$ cat src/rtl/pianotile_pkg.sv
// ---------------------------------------------------------------------------
// pianotile_pkg
//   Shared definitions for the piano-tile hit judge:
//     game_state_t : game FSM encoding (IDLE/PLAY/OVER), also the state output
//     ERR_W        : width of the faulty-row counter
//     POP_MAX_W    : widest vector the popcount helper accepts
//     popcount()   : number of set bits in a vector (zero-extend narrower inputs)
// ---------------------------------------------------------------------------
package pianotile_pkg;

    typedef enum logic [1:0] {
        ST_IDLE = 2'b00,
        ST_PLAY = 2'b01,
        ST_OVER = 2'b10
    } game_state_t;

    localparam int ERR_W     = 8;
    localparam int POP_MAX_W = 32;

    function automatic logic [5:0] popcount(input logic [POP_MAX_W-1:0] v);
        logic [5:0] n;
        n = '0;
        for (int i = 0; i < POP_MAX_W; i++) begin
            n = n + 6'(v[i]);
        end
        return n;
    endfunction

endpackage

$ cat src/rtl/lane_hit_judge_btn_debounce.sv
// ---------------------------------------------------------------------------
// lane_btn_debounce
//   One lane of the button path: 2-flop synchroniser on the raw active-low
//   button, a debouncer that accepts a new level only after DEB_SAMPLES
//   consecutive sample points disagree with the current level, and a 1-clk
//   press pulse on every released->pressed change of the debounced level.
// Ports
//   clk       in  system clock
//   rst       in  asynchronous active-low reset
//   sample_en in  1-clk strobe from the shared sample divider
//   btn_n     in  raw asynchronous button, 0 = pressed
//   press     out 1-clk pulse on a debounced press
// ---------------------------------------------------------------------------
module lane_btn_debounce #(
    parameter int DEB_SAMPLES = 4
) (
    input  logic clk,
    input  logic rst,
    input  logic sample_en,
    input  logic btn_n,
    output logic press
);

    // The counter only has to reach DEB_SAMPLES-1: the DEB_SAMPLES-th
    // disagreeing sample flips the level directly.
    localparam int CNT_W = (DEB_SAMPLES > 1) ? $clog2(DEB_SAMPLES) : 1;
    localparam logic [CNT_W-1:0] CNT_LAST = CNT_W'(DEB_SAMPLES - 1);

    // Synchroniser holds the pressed sense (inverted button), so a cleared
    // register means "released".
    logic             sync_meta_reg;
    logic             sync_reg;
    logic             level_reg;
    logic [CNT_W-1:0] deb_cnt_reg;
    logic             press_reg;

    always_ff @(posedge clk or negedge rst) begin
        if (!rst) begin
            sync_meta_reg <= 1'b0;
            sync_reg      <= 1'b0;
            level_reg     <= 1'b0;
            deb_cnt_reg   <= '0;
            press_reg     <= 1'b0;
        end else begin
            sync_meta_reg <= ~btn_n;
            sync_reg      <= sync_meta_reg;
            press_reg     <= 1'b0;
            if (sample_en) begin
                if (sync_reg != level_reg) begin
                    if (deb_cnt_reg == CNT_LAST) begin
                        level_reg   <= sync_reg;
                        deb_cnt_reg <= '0;
                        // Only the released->pressed direction produces a pulse.
                        press_reg   <= sync_reg;
                    end else begin
                        deb_cnt_reg <= deb_cnt_reg + 1'b1;
                    end
                end else begin
                    // Any agreeing sample breaks the run of disagreeing ones.
                    deb_cnt_reg <= '0;
                end
            end
        end
    end

    assign press = press_reg;

endmodule

$ cat src/rtl/lane_hit_judge.sv
// ---------------------------------------------------------------------------
// lane_hit_judge
//   N-lane hit judge for the piano-tile game. Debounced button presses are
//   latched per lane and judged against the current tile row on every
//   beat_tick while playing. Keeps score, combo and faulty-row count and runs
//   the IDLE/PLAY/OVER game state machine.
// Ports
//   clk         in   system clock
//   rst         in   asynchronous active-low reset
//   start       in   1-clk pulse: begin/restart a game (ignored in PLAY)
//   beat_tick   in   1-clk pulse: close the current judgement window
//   tile        in   expected notes of the current row (bit i = lane i)
//   btn_n       in   raw buttons, 0 = pressed
//   state       out  00 IDLE, 01 PLAY, 10 OVER
//   score       out  saturating accumulated hits
//   combo       out  saturating count of consecutive perfect non-empty rows
//   err_cnt     out  faulty rows this game
//   row_valid   out  1-clk pulse when row_hits/row_perfect are updated
//   row_hits    out  hit count of the last judged row
//   row_perfect out  last judged row was fully correct
// ---------------------------------------------------------------------------
module lane_hit_judge
    import pianotile_pkg::*;
#(
    parameter int LANES           = 3,
    parameter int SAMPLE_DIV_LOG2 = 8,
    parameter int DEB_SAMPLES     = 4,
    parameter int SCORE_W         = 16,
    parameter int COMBO_W         = 8,
    parameter int MAX_ERR         = 3
) (
    input  logic                       clk,
    input  logic                       rst,
    input  logic                       start,
    input  logic                       beat_tick,
    input  logic [LANES-1:0]           tile,
    input  logic [LANES-1:0]           btn_n,
    output logic [1:0]                 state,
    output logic [SCORE_W-1:0]         score,
    output logic [COMBO_W-1:0]         combo,
    output logic [ERR_W-1:0]           err_cnt,
    output logic                       row_valid,
    output logic [$clog2(LANES+1)-1:0] row_hits,
    output logic                       row_perfect
);

    localparam int HIT_W = $clog2(LANES + 1);
    localparam logic [ERR_W-1:0] ERR_LIMIT = ERR_W'(MAX_ERR);

    // ------------------------------------------------------------------
    // Shared sample strobe for all lane debouncers
    // ------------------------------------------------------------------
    logic sample_en;

    generate
        if (SAMPLE_DIV_LOG2 == 0) begin : g_no_div
            assign sample_en = 1'b1;
        end else begin : g_div
            logic [SAMPLE_DIV_LOG2-1:0] div_cnt_reg;
            always_ff @(posedge clk or negedge rst) begin
                if (!rst) begin
                    div_cnt_reg <= '0;
                end else begin
                    div_cnt_reg <= div_cnt_reg + 1'b1;
                end
            end
            assign sample_en = (div_cnt_reg == '0);
        end
    endgenerate

    // ------------------------------------------------------------------
    // Per-lane button conditioning
    // ------------------------------------------------------------------
    logic [LANES-1:0] press;

    generate
        for (genvar gi = 0; gi < LANES; gi++) begin : g_lane
            lane_btn_debounce #(
                .DEB_SAMPLES(DEB_SAMPLES)
            ) u_deb (
                .clk      (clk),
                .rst      (rst),
                .sample_en(sample_en),
                .btn_n    (btn_n[gi]),
                .press    (press[gi])
            );
        end
    endgenerate

    // ------------------------------------------------------------------
    // State and result registers
    // ------------------------------------------------------------------
    game_state_t        state_reg;
    logic [SCORE_W-1:0] score_reg;
    logic [COMBO_W-1:0] combo_reg;
    logic [ERR_W-1:0]   err_reg;
    logic               row_valid_reg;
    logic [HIT_W-1:0]   row_hits_reg;
    logic               row_perfect_reg;
    logic [LANES-1:0]   press_lat_reg;

    // ------------------------------------------------------------------
    // Press latches: cleared by the judging tick, but a press arriving in
    // that same cycle is ORed in after the clear so it lands in the next
    // window. Held clear whenever the game is not running.
    // ------------------------------------------------------------------
    always_ff @(posedge clk or negedge rst) begin
        if (!rst) begin
            press_lat_reg <= '0;
        end else if (state_reg == ST_PLAY) begin
            press_lat_reg <= (beat_tick ? '0 : press_lat_reg) | press;
        end else begin
            press_lat_reg <= '0;
        end
    end

    // ------------------------------------------------------------------
    // Judge datapath (combinational, consumed only on a PLAY tick)
    // ------------------------------------------------------------------
    logic [LANES-1:0]   hit_v;
    logic [LANES-1:0]   wrong_v;
    logic [LANES-1:0]   missed_v;
    logic               perfect;
    logic [HIT_W-1:0]   hit_cnt;
    logic [SCORE_W:0]   score_sum;
    logic [SCORE_W-1:0] score_judged;
    logic [COMBO_W-1:0] combo_judged;
    logic [ERR_W-1:0]   err_judged;
    logic               go_over;

    always_comb begin
        hit_v    = tile & press_lat_reg;
        wrong_v  = ~tile & press_lat_reg;
        missed_v = tile & ~press_lat_reg;
        perfect  = (wrong_v == '0) && (missed_v == '0);
        hit_cnt  = HIT_W'(popcount(POP_MAX_W'(hit_v)));

        // One extra bit catches the carry out for saturation.
        score_sum    = {1'b0, score_reg} + (SCORE_W + 1)'(hit_cnt);
        score_judged = score_sum[SCORE_W] ? '1 : score_sum[SCORE_W-1:0];

        // An empty row answered with no press keeps the combo as is.
        combo_judged = '0;
        if (perfect && (tile != '0)) begin
            combo_judged = (combo_reg == '1) ? combo_reg : combo_reg + 1'b1;
        end else if (perfect) begin
            combo_judged = combo_reg;
        end

        err_judged = perfect ? err_reg : err_reg + 1'b1;
        go_over    = (err_judged == ERR_LIMIT);
    end

    // ------------------------------------------------------------------
    // Game FSM with registered outputs
    // ------------------------------------------------------------------
    always_ff @(posedge clk or negedge rst) begin
        if (!rst) begin
            state_reg       <= ST_IDLE;
            score_reg       <= '0;
            combo_reg       <= '0;
            err_reg         <= '0;
            row_valid_reg   <= 1'b0;
            row_hits_reg    <= '0;
            row_perfect_reg <= 1'b0;
        end else begin
            row_valid_reg <= 1'b0;
            case (state_reg)
                ST_IDLE, ST_OVER: begin
                    // A tick arriving together with start is simply dropped.
                    if (start) begin
                        state_reg       <= ST_PLAY;
                        score_reg       <= '0;
                        combo_reg       <= '0;
                        err_reg         <= '0;
                        row_hits_reg    <= '0;
                        row_perfect_reg <= 1'b0;
                    end
                end
                ST_PLAY: begin
                    if (beat_tick) begin
                        row_valid_reg   <= 1'b1;
                        row_hits_reg    <= hit_cnt;
                        row_perfect_reg <= perfect;
                        score_reg       <= score_judged;
                        combo_reg       <= combo_judged;
                        err_reg         <= err_judged;
                        if (go_over) begin
                            state_reg <= ST_OVER;
                        end
                    end
                end
                default: begin
                    state_reg <= ST_IDLE;
                end
            endcase
        end
    end

    assign state       = state_reg;
    assign score       = score_reg;
    assign combo       = combo_reg;
    assign err_cnt     = err_reg;
    assign row_valid   = row_valid_reg;
    assign row_hits    = row_hits_reg;
    assign row_perfect = row_perfect_reg;

endmodule

$ cat config.mk
export PLATFORM = sky130hd
export DESIGN_NAME = lane_hit_judge
export DESIGN_NICKNAME = d
export VERILOG_FILES = /design/src/rtl/pianotile_pkg.sv /design/src/rtl/lane_hit_judge_btn_debounce.sv /design/src/rtl/lane_hit_judge.sv
export SDC_FILE = /design/constraint.sdc
export NUM_CORES = 1
export LEC_CHECK = 0
export ABC_AREA = 1
export BUFFER_PORTS_ARGS = -buffer_cell sky130_fd_sc_hd__buf_2
export CORE_AREA = 3 3 94 96
export DETAILED_ROUTE_END_ITERATION = 6
export DIE_AREA = 0 0 97 99
export SYNTH_ARGS = -nofsm -noshare
export SYNTH_HDL_FRONTEND = slang
export SYNTH_SLANG_ARGS = --single-unit
$ cat constraint.sdc
create_clock -name clk -period 6.3 [get_ports clk]
set_clock_uncertainty 0.2 [all_clocks]
set_input_delay 0.63 -clock clk [delete_from_list [all_inputs] [get_ports clk]]
set_output_delay 0.63 -clock clk [all_outputs]
set_load 0.01 [all_outputs]
Yosys cells after proc, flatten, opt, wreduce, memory -nomap -nowiden
Cells that the tools add are included.
{"block": "classes", "mul": 0, "addsub": 9, "magnitude_cmp": 0, "muxes": 42, "bitwise": 9, "n_shift": 0, "n_reduce_logical": 15, "n_div": 0, "eq_ne": 15}
{"op": "$mux W8", "count": 7}
{"op": "$mux W16", "count": 3}
{"op": "$pmux W16 S2", "count": 1}
{"op": "$pmux W8 S2", "count": 2}
{"op": "$add A8 B1 Y8 const B", "count": 3}
{"op": "$mux W2", "count": 11}
{"op": "$add A16 B2 Y17", "count": 1}
{"op": "$reduce_and A3 Y1", "count": 5}
{"op": "$mux W1", "count": 13}
{"op": "$and A3 B3 Y3", "count": 3}
{"op": "$eq A2 B2 Y1 const B", "count": 4}
{"op": "$eq A8 B2 Y1 const B", "count": 1}
{"op": "$eq A8 B8 Y1 const B", "count": 1}
{"op": "$logic_not A8 Y1", "count": 1}
{"op": "$pmux W2 S2", "count": 2}
{"op": "$add A2 B1 Y2 const B", "count": 3}
{"op": "$logic_not A3 Y1", "count": 2}
{"op": "$mux W3", "count": 2}
{"op": "$ne A2 B2 Y1 const B", "count": 3}
{"op": "$not A3 Y3", "count": 2}
{"op": "$reduce_and A5 Y1", "count": 1}
{"op": "$ne A1 B1 Y1", "count": 3}
{"op": "$ne A3 B2 Y1 const B", "count": 1}
{"op": "$ne A3 B3 Y1 const B", "count": 1}
{"op": "other kinds (11)", "count": 14}
{"block": "totals", "latch_bits": 0, "ramBits": 0, "reg_bits": 67, "romBits": 0, "mem_count": 0, "output_inout_bits": 38}

Depth between registers and ports, before layout
{"block": "logic_depth", "ltp_word": 9, "mapped_depth": 14, "depth_no_buf": 14}

Hierarchy
Synthesis repeated with hierarchy kept, for this count alone.
{"block": "unflattened", "hier_cells": 465, "area_unflattened_um2": 3703.6}
{"module": "lane_hit_judge", "n_inst": 1, "cells_per_inst": 387, "seq_area_each_um2": 1226.2, "area_each_um2": 2964.1}
{"module": "lane_btn_debounce", "n_inst": 3, "cells_per_inst": 26, "seq_area_each_um2": 150.1, "area_each_um2": 246.5}

Worst setup path after synthesis
Ideal clock, no wire load.
{"block": "synth_timing", "path_type": "input-to-reg", "start": "in tile[0]", "end": "reg score_reg[10] (netlist: score[10])", "setup_slack_ps": 3440, "setup_ps": 129, "cell_stages": 12, "t_required_ps": 5971, "t_arrival_ps": 2531, "cell_sequence": "nand2_2 > fa_1 > inv_1 > ha_1 > fa_1 > nand3_2 > nor3_4 > nand3_2 > nor2_1 > buf_4 > o21ai_0 > o21ai_0"}
{"block": "synth_between", "elab_chain_cells": 7}
{"item": "start, declared", "line": "lane_hit_judge.sv:36", "source": "input logic [LANES-1:0] tile,"}
{"item": "$and A3 B3 Y3", "line": "lane_hit_judge.sv:132", "source": "hit_v = tile & press_lat_reg;"}
{"item": "$add A1 B1 Y2", "line": "pianotile_pkg.sv:24", "source": "n = n + 6'(v[i]);"}
{"item": "$add A2 B1 Y2", "line": "pianotile_pkg.sv:24"}
{"item": "$add A16 B2 Y17", "line": "lane_hit_judge.sv:139", "source": "score_sum = {1'b0, score_reg} + (SCORE_W + 1)'(hit_cnt);"}
{"item": "$mux W16", "line": "lane_hit_judge.sv:140", "source": "score_judged = score_sum[SCORE_W] ? '1 : score_sum[SCORE_W-1:0];"}
{"item": "$mux W16", "line": "lane_hit_judge.sv:181", "source": "if (beat_tick) begin"}
{"item": "$pmux W16 S2", "line": "lane_hit_judge.sv:168", "source": "case (state_reg)"}
{"item": "end signal, assigned", "line": "lane_hit_judge.sv:185", "source": "score_reg <= score_judged;"}
{"item": "end, declared", "line": "lane_hit_judge.sv:94", "source": "logic [SCORE_W-1:0] score_reg;"}
No other way between the ends. The select of a mux whose other input is x is not followed.
A chain may end at the register's enable or synchronous reset.

Final worst setup path
{"block": "layout_timing", "start": "reg press_lat_reg[2]", "end": "reg score_reg[10] (netlist: score[10])"}
{"block": "layout_between", "elab_chain_cells": 6}
{"item": "start, declared", "line": "lane_hit_judge.sv:100", "source": "logic [LANES-1:0] press_lat_reg;"}
{"item": "start signal, assigned", "line": "lane_hit_judge.sv:111", "source": "press_lat_reg <= (beat_tick ? '0 : press_lat_reg) | press;"}
{"item": "$and A3 B3 Y3", "line": "lane_hit_judge.sv:132"}
{"item": "$add A2 B1 Y2", "line": "pianotile_pkg.sv:24"}
{"item": "$add A16 B2 Y17", "line": "lane_hit_judge.sv:139"}
{"item": "$mux W16", "line": "lane_hit_judge.sv:140"}
{"item": "$mux W16", "line": "lane_hit_judge.sv:181"}
{"item": "$pmux W16 S2", "line": "lane_hit_judge.sv:168"}
No other way between the ends. The select of a mux whose other input is x is not followed.

==> summary.md <==
| Metric | Value |
|---|---|
| Status | `complete, no violations` |
| Multiplexer fraction of the synthesized cell area | `0%` |
| Number of detailed-route iterations in the first pass | `4` |
| CTS-repair resized insts | `0` |
| Largest fanout on the critical path | `11` |
| Final clock period utilization by the worst path | `49.23%` |
| Static power due to leakage | `2.180 nW` |
| Number of failing setup endpoints in the final timing report | `0` |
| Post-synthesis sequential area ratio | `46.67%` |
| # hold bufs at CTS | `0` |
| Parity-gate share of the synthesized area counting xor and xnor cells | `4.389%` |
| P&R area growth vs syn | `15.99%` |
| Buffers added on ports | `47` |
| TritonCTS clock tree | `done` |
| Global-route total usage across every layer | `17.10%` |
| Final estimated routing congestion in global placement | `0.8673` |
| Total number of nets in the final design | `498` |
| Crit Path Class | `flop to flop` |
| Number of remaining DRC errors | `0` |
| CTS H-tree lvls | `3` |
| Starting utilization of the core area | `44.16%` |
| Reported max-cap violation count | `0` |
| Via-per-instance ratio | `5.063` |
| Die Y-Extent | `99 um` |
| Synthesized cell area | `0.003592 mm2` |
| Count of routing violations after the opening detailed-route iteration | `115` |
| Antenna viol nets, final | `0` |
| Share of the core filled with cells | `51.22%` |
| Dominant combinational cell family by area after synthesis | `simple AND/OR/NAND/NOR gates` |
| GRT Residual Overflow | `0` |
| Share of post-route cells with drive strength above 1 | `19.29%` |
| Postcts setup bufs | `0` |
| Floorplan die area | `0.009603 mm2` |
| Area contributors post-synth | `dfrtp_1, nand2_1, inv_1` |
| First-pass GRT wire length | `13.32 mm` |
| Max FFs per register | `16` |
| Root buffer cell | `clkbuf_8` |
| Number of rows created at floorplan | `33` |
| Flops & latches, synth | `67` |
| Launching element type of the critical path | `flop` |
| DPL Wire Length | `5.454 mm` |
| P per Cell Area | `271.7 mW/mm2` |
| Number of global-route vias before repair | `2,940` |
| Final wirelength | `7.721 mm` |
| Highest attainable clock frequency | `0.3224 GHz` |
| Number of buffers added by the clock tree synthesis step | `9` |
| Required arrival time at the worst endpoint | `6.37 ns` |
| Unrepaired setup endpoints after global routing | `no` |
| Worst relative slew slack | `43.84%` |
| Share of synthesized cell area in and, or, nand and nor gates | `25.91%` |
| Clk Latency, worst-skew pair | `0.35 ns` |
| Post-route minimum period | `3.101 ns` |
| Hold path start | `g_lane[1].u_deb.sync_meta_reg$_DFF_PN0_` |
| Complex-gate fraction of the synthesized area | `10.55%` |
| Worst hold slack across all endpoints | `0.1495 ns` |
| Post-synth net total | `445` |
| Slew at the pin closest to its max-slew limit | `0.8424 ns` |
| Post-detailed-route wirelength per cell | `13.15 um` |
| Cell type with the highest aggregate area in the netlist | `dfrtp_1` |
| Clock edge transition at the registers on the reported setup and hold paths | `0.08 ns` |
| Number of antenna violations at the first check in global routing | `0` |
| Buffers from clock root to sink, at most | `2` |
| Clock net sink count | `67` |
| Maximum number of pins on one net before global-route repair | `68` |
| Area of the core | `0.008134 mm2` |
| Worst r2r src | `press_lat_reg[2]$_DFF_PN0_` |
| Worst hold-check path type | `flop to flop` |
| Synth top area share | `46.67%` |
| Power after layout | `1.132 mW` |
| Final-layout setup total negative slack | `0 ns` |
| Final Hold Violating Endpoints | `0` |
| Avg Synthesized Cell Area | `8.472 um2` |
| Beginning of the critical path | `press_lat_reg[2]$_DFF_PN0_` |
| Maximum vdd drop | `115.8 uV` |
| Count of yosys warnings during synthesis | `0` |
| Number of ports placed on the die boundary | `48` |
| Synth Area in Adders | `4.249%` |
| Width of the die | `97 um` |
| Gate count after technology mapping | `424` |
| Number of distinct library cells after synthesis | `38` |
| Data arrival at the endpoint of the critical path | `3.17 ns` |
| Vias | `2,972` |
| Antenna cell count | `0` |
| Number of pins with negative max-slew slack in the final report | `0` |
| Kind of end point of the critical path | `flop` |
## worst paths after layout
kind	slack (ns)	to	cells after the start
min reg2reg	0.15	g_lane[1].u_deb.sync_reg$_DFF_PN0_	0
min in group asynchronous	0.27	combo[7]$_DFFE_PN0P_	2
min	0.15	g_lane[1].u_deb.sync_reg$_DFF_PN0_	0
max reg2reg	3.20	score[10]$_DFFE_PN0P_	11
max	3.20	score[10]$_DFFE_PN0P_	11
max in group asynchronous	5.08	g_div.div_cnt_reg[4]$_DFF_PN0_	2
## synthesized netlist by cell type (all sizes together)
library cell / instances
nand2: 104
buf: 5
nor2: 30
inv: 66
o22a: 1
a22o: 1
or2: 1
xor2: 14
ha: 9
nor4: 3
a21oi: 18
o22ai: 8
o21bai: 2
clkbuf: 1
nor3: 8
o31ai: 2
dfrtp: 67
nand3: 29
xnor2: 4
o21ai: 36
fa: 2
nand4: 12
a21o: 1
## layout by cell type, fill, tap and decap left out, drive strengths merged, types with 9 or more instances in the layout
cell / synthesis / layout
nand3: 29 / 29
dfrtp: 67 / 67
inv: 66 / 67
nand2: 104 / 104
ha: 9 / 9
buf: 5 / 48
a21oi: 18 / 18
nand4: 12 / 12
o21ai: 36 / 36
clkbuf: 1 / 9
xor2: 14 / 14
nor2: 30 / 30
## layer usage
| metal | global-route usage [%] | share of wire, % | vias up |
|---|---|---|---|
| met2 | 28.98 | 49 | 49 |
| met1 | 20.76 | 44 | 1423 |
| met3 | 5.166 | 4.9 | 11 |
| li1 | - | - | 1489 |
| met4 | 6.048 | 1.5 | 0 |
| met5 | 0 | 0 | - |
## through the flow
| step | cell area, um2 | worst slack (ns) | std cells |
|---|---|---|---|
| 6_report | 4167 | 3.199 | 587 |
| 5_1_grt | 4167 | 2.889 | 587 |
| 4_1_cts | 4167 | 3.166 | 587 |
| 3_5_place_dp | 3919 | 2.829 | 571 |
| 3_3_place_gp | 3919 | 2.949 | 571 |
| 2_1_floorplan | 3592 | 3.440 | 424 |
## kinds of logic after synthesis
group                      Yosys count
DFF                                 67
adders and majority gates           11
xor gates and xnor gates            18
buffers and inverters               72
and+or+nand+nor                    187
AOI/OAI and AO/OA                   69
## worst max-delay path, stage by stage (launching register included)
cell     delay (ns)
dfrtp_1        0.40
nand2_2        0.11
fa_1           0.52
inv_1          0.08
ha_1           0.18
fa_1           0.23
nand3_2        0.13
nor3_4         0.22
nand3_2        0.12
nor2_1         0.56
o21ai_0        0.19
o21ai_0        0.10
## layout make-up
class	instances	area, um2
Clock inverter	7	123.9
Clock buffer	9	123.9
Fill cell	759	3968
Timing Repair Buffer	48	242.7
Multi-Input combinational cell	285	1620
Inverter	66	247.7
Sequential cell	67	1677
Tap cell	105	131.4
## power breakdown
| group | switching, mW | internal (mW) | leakage [nW] |
|---|---|---|---|
| Sequential | 0.0263 | 0.451 | 0.899 |
| Combinational | 0.154 | 0.0608 | 1.16 |
| Clock | 0.175 | 0.265 | 0.120 |
Power figures use the tool's default switching activity.
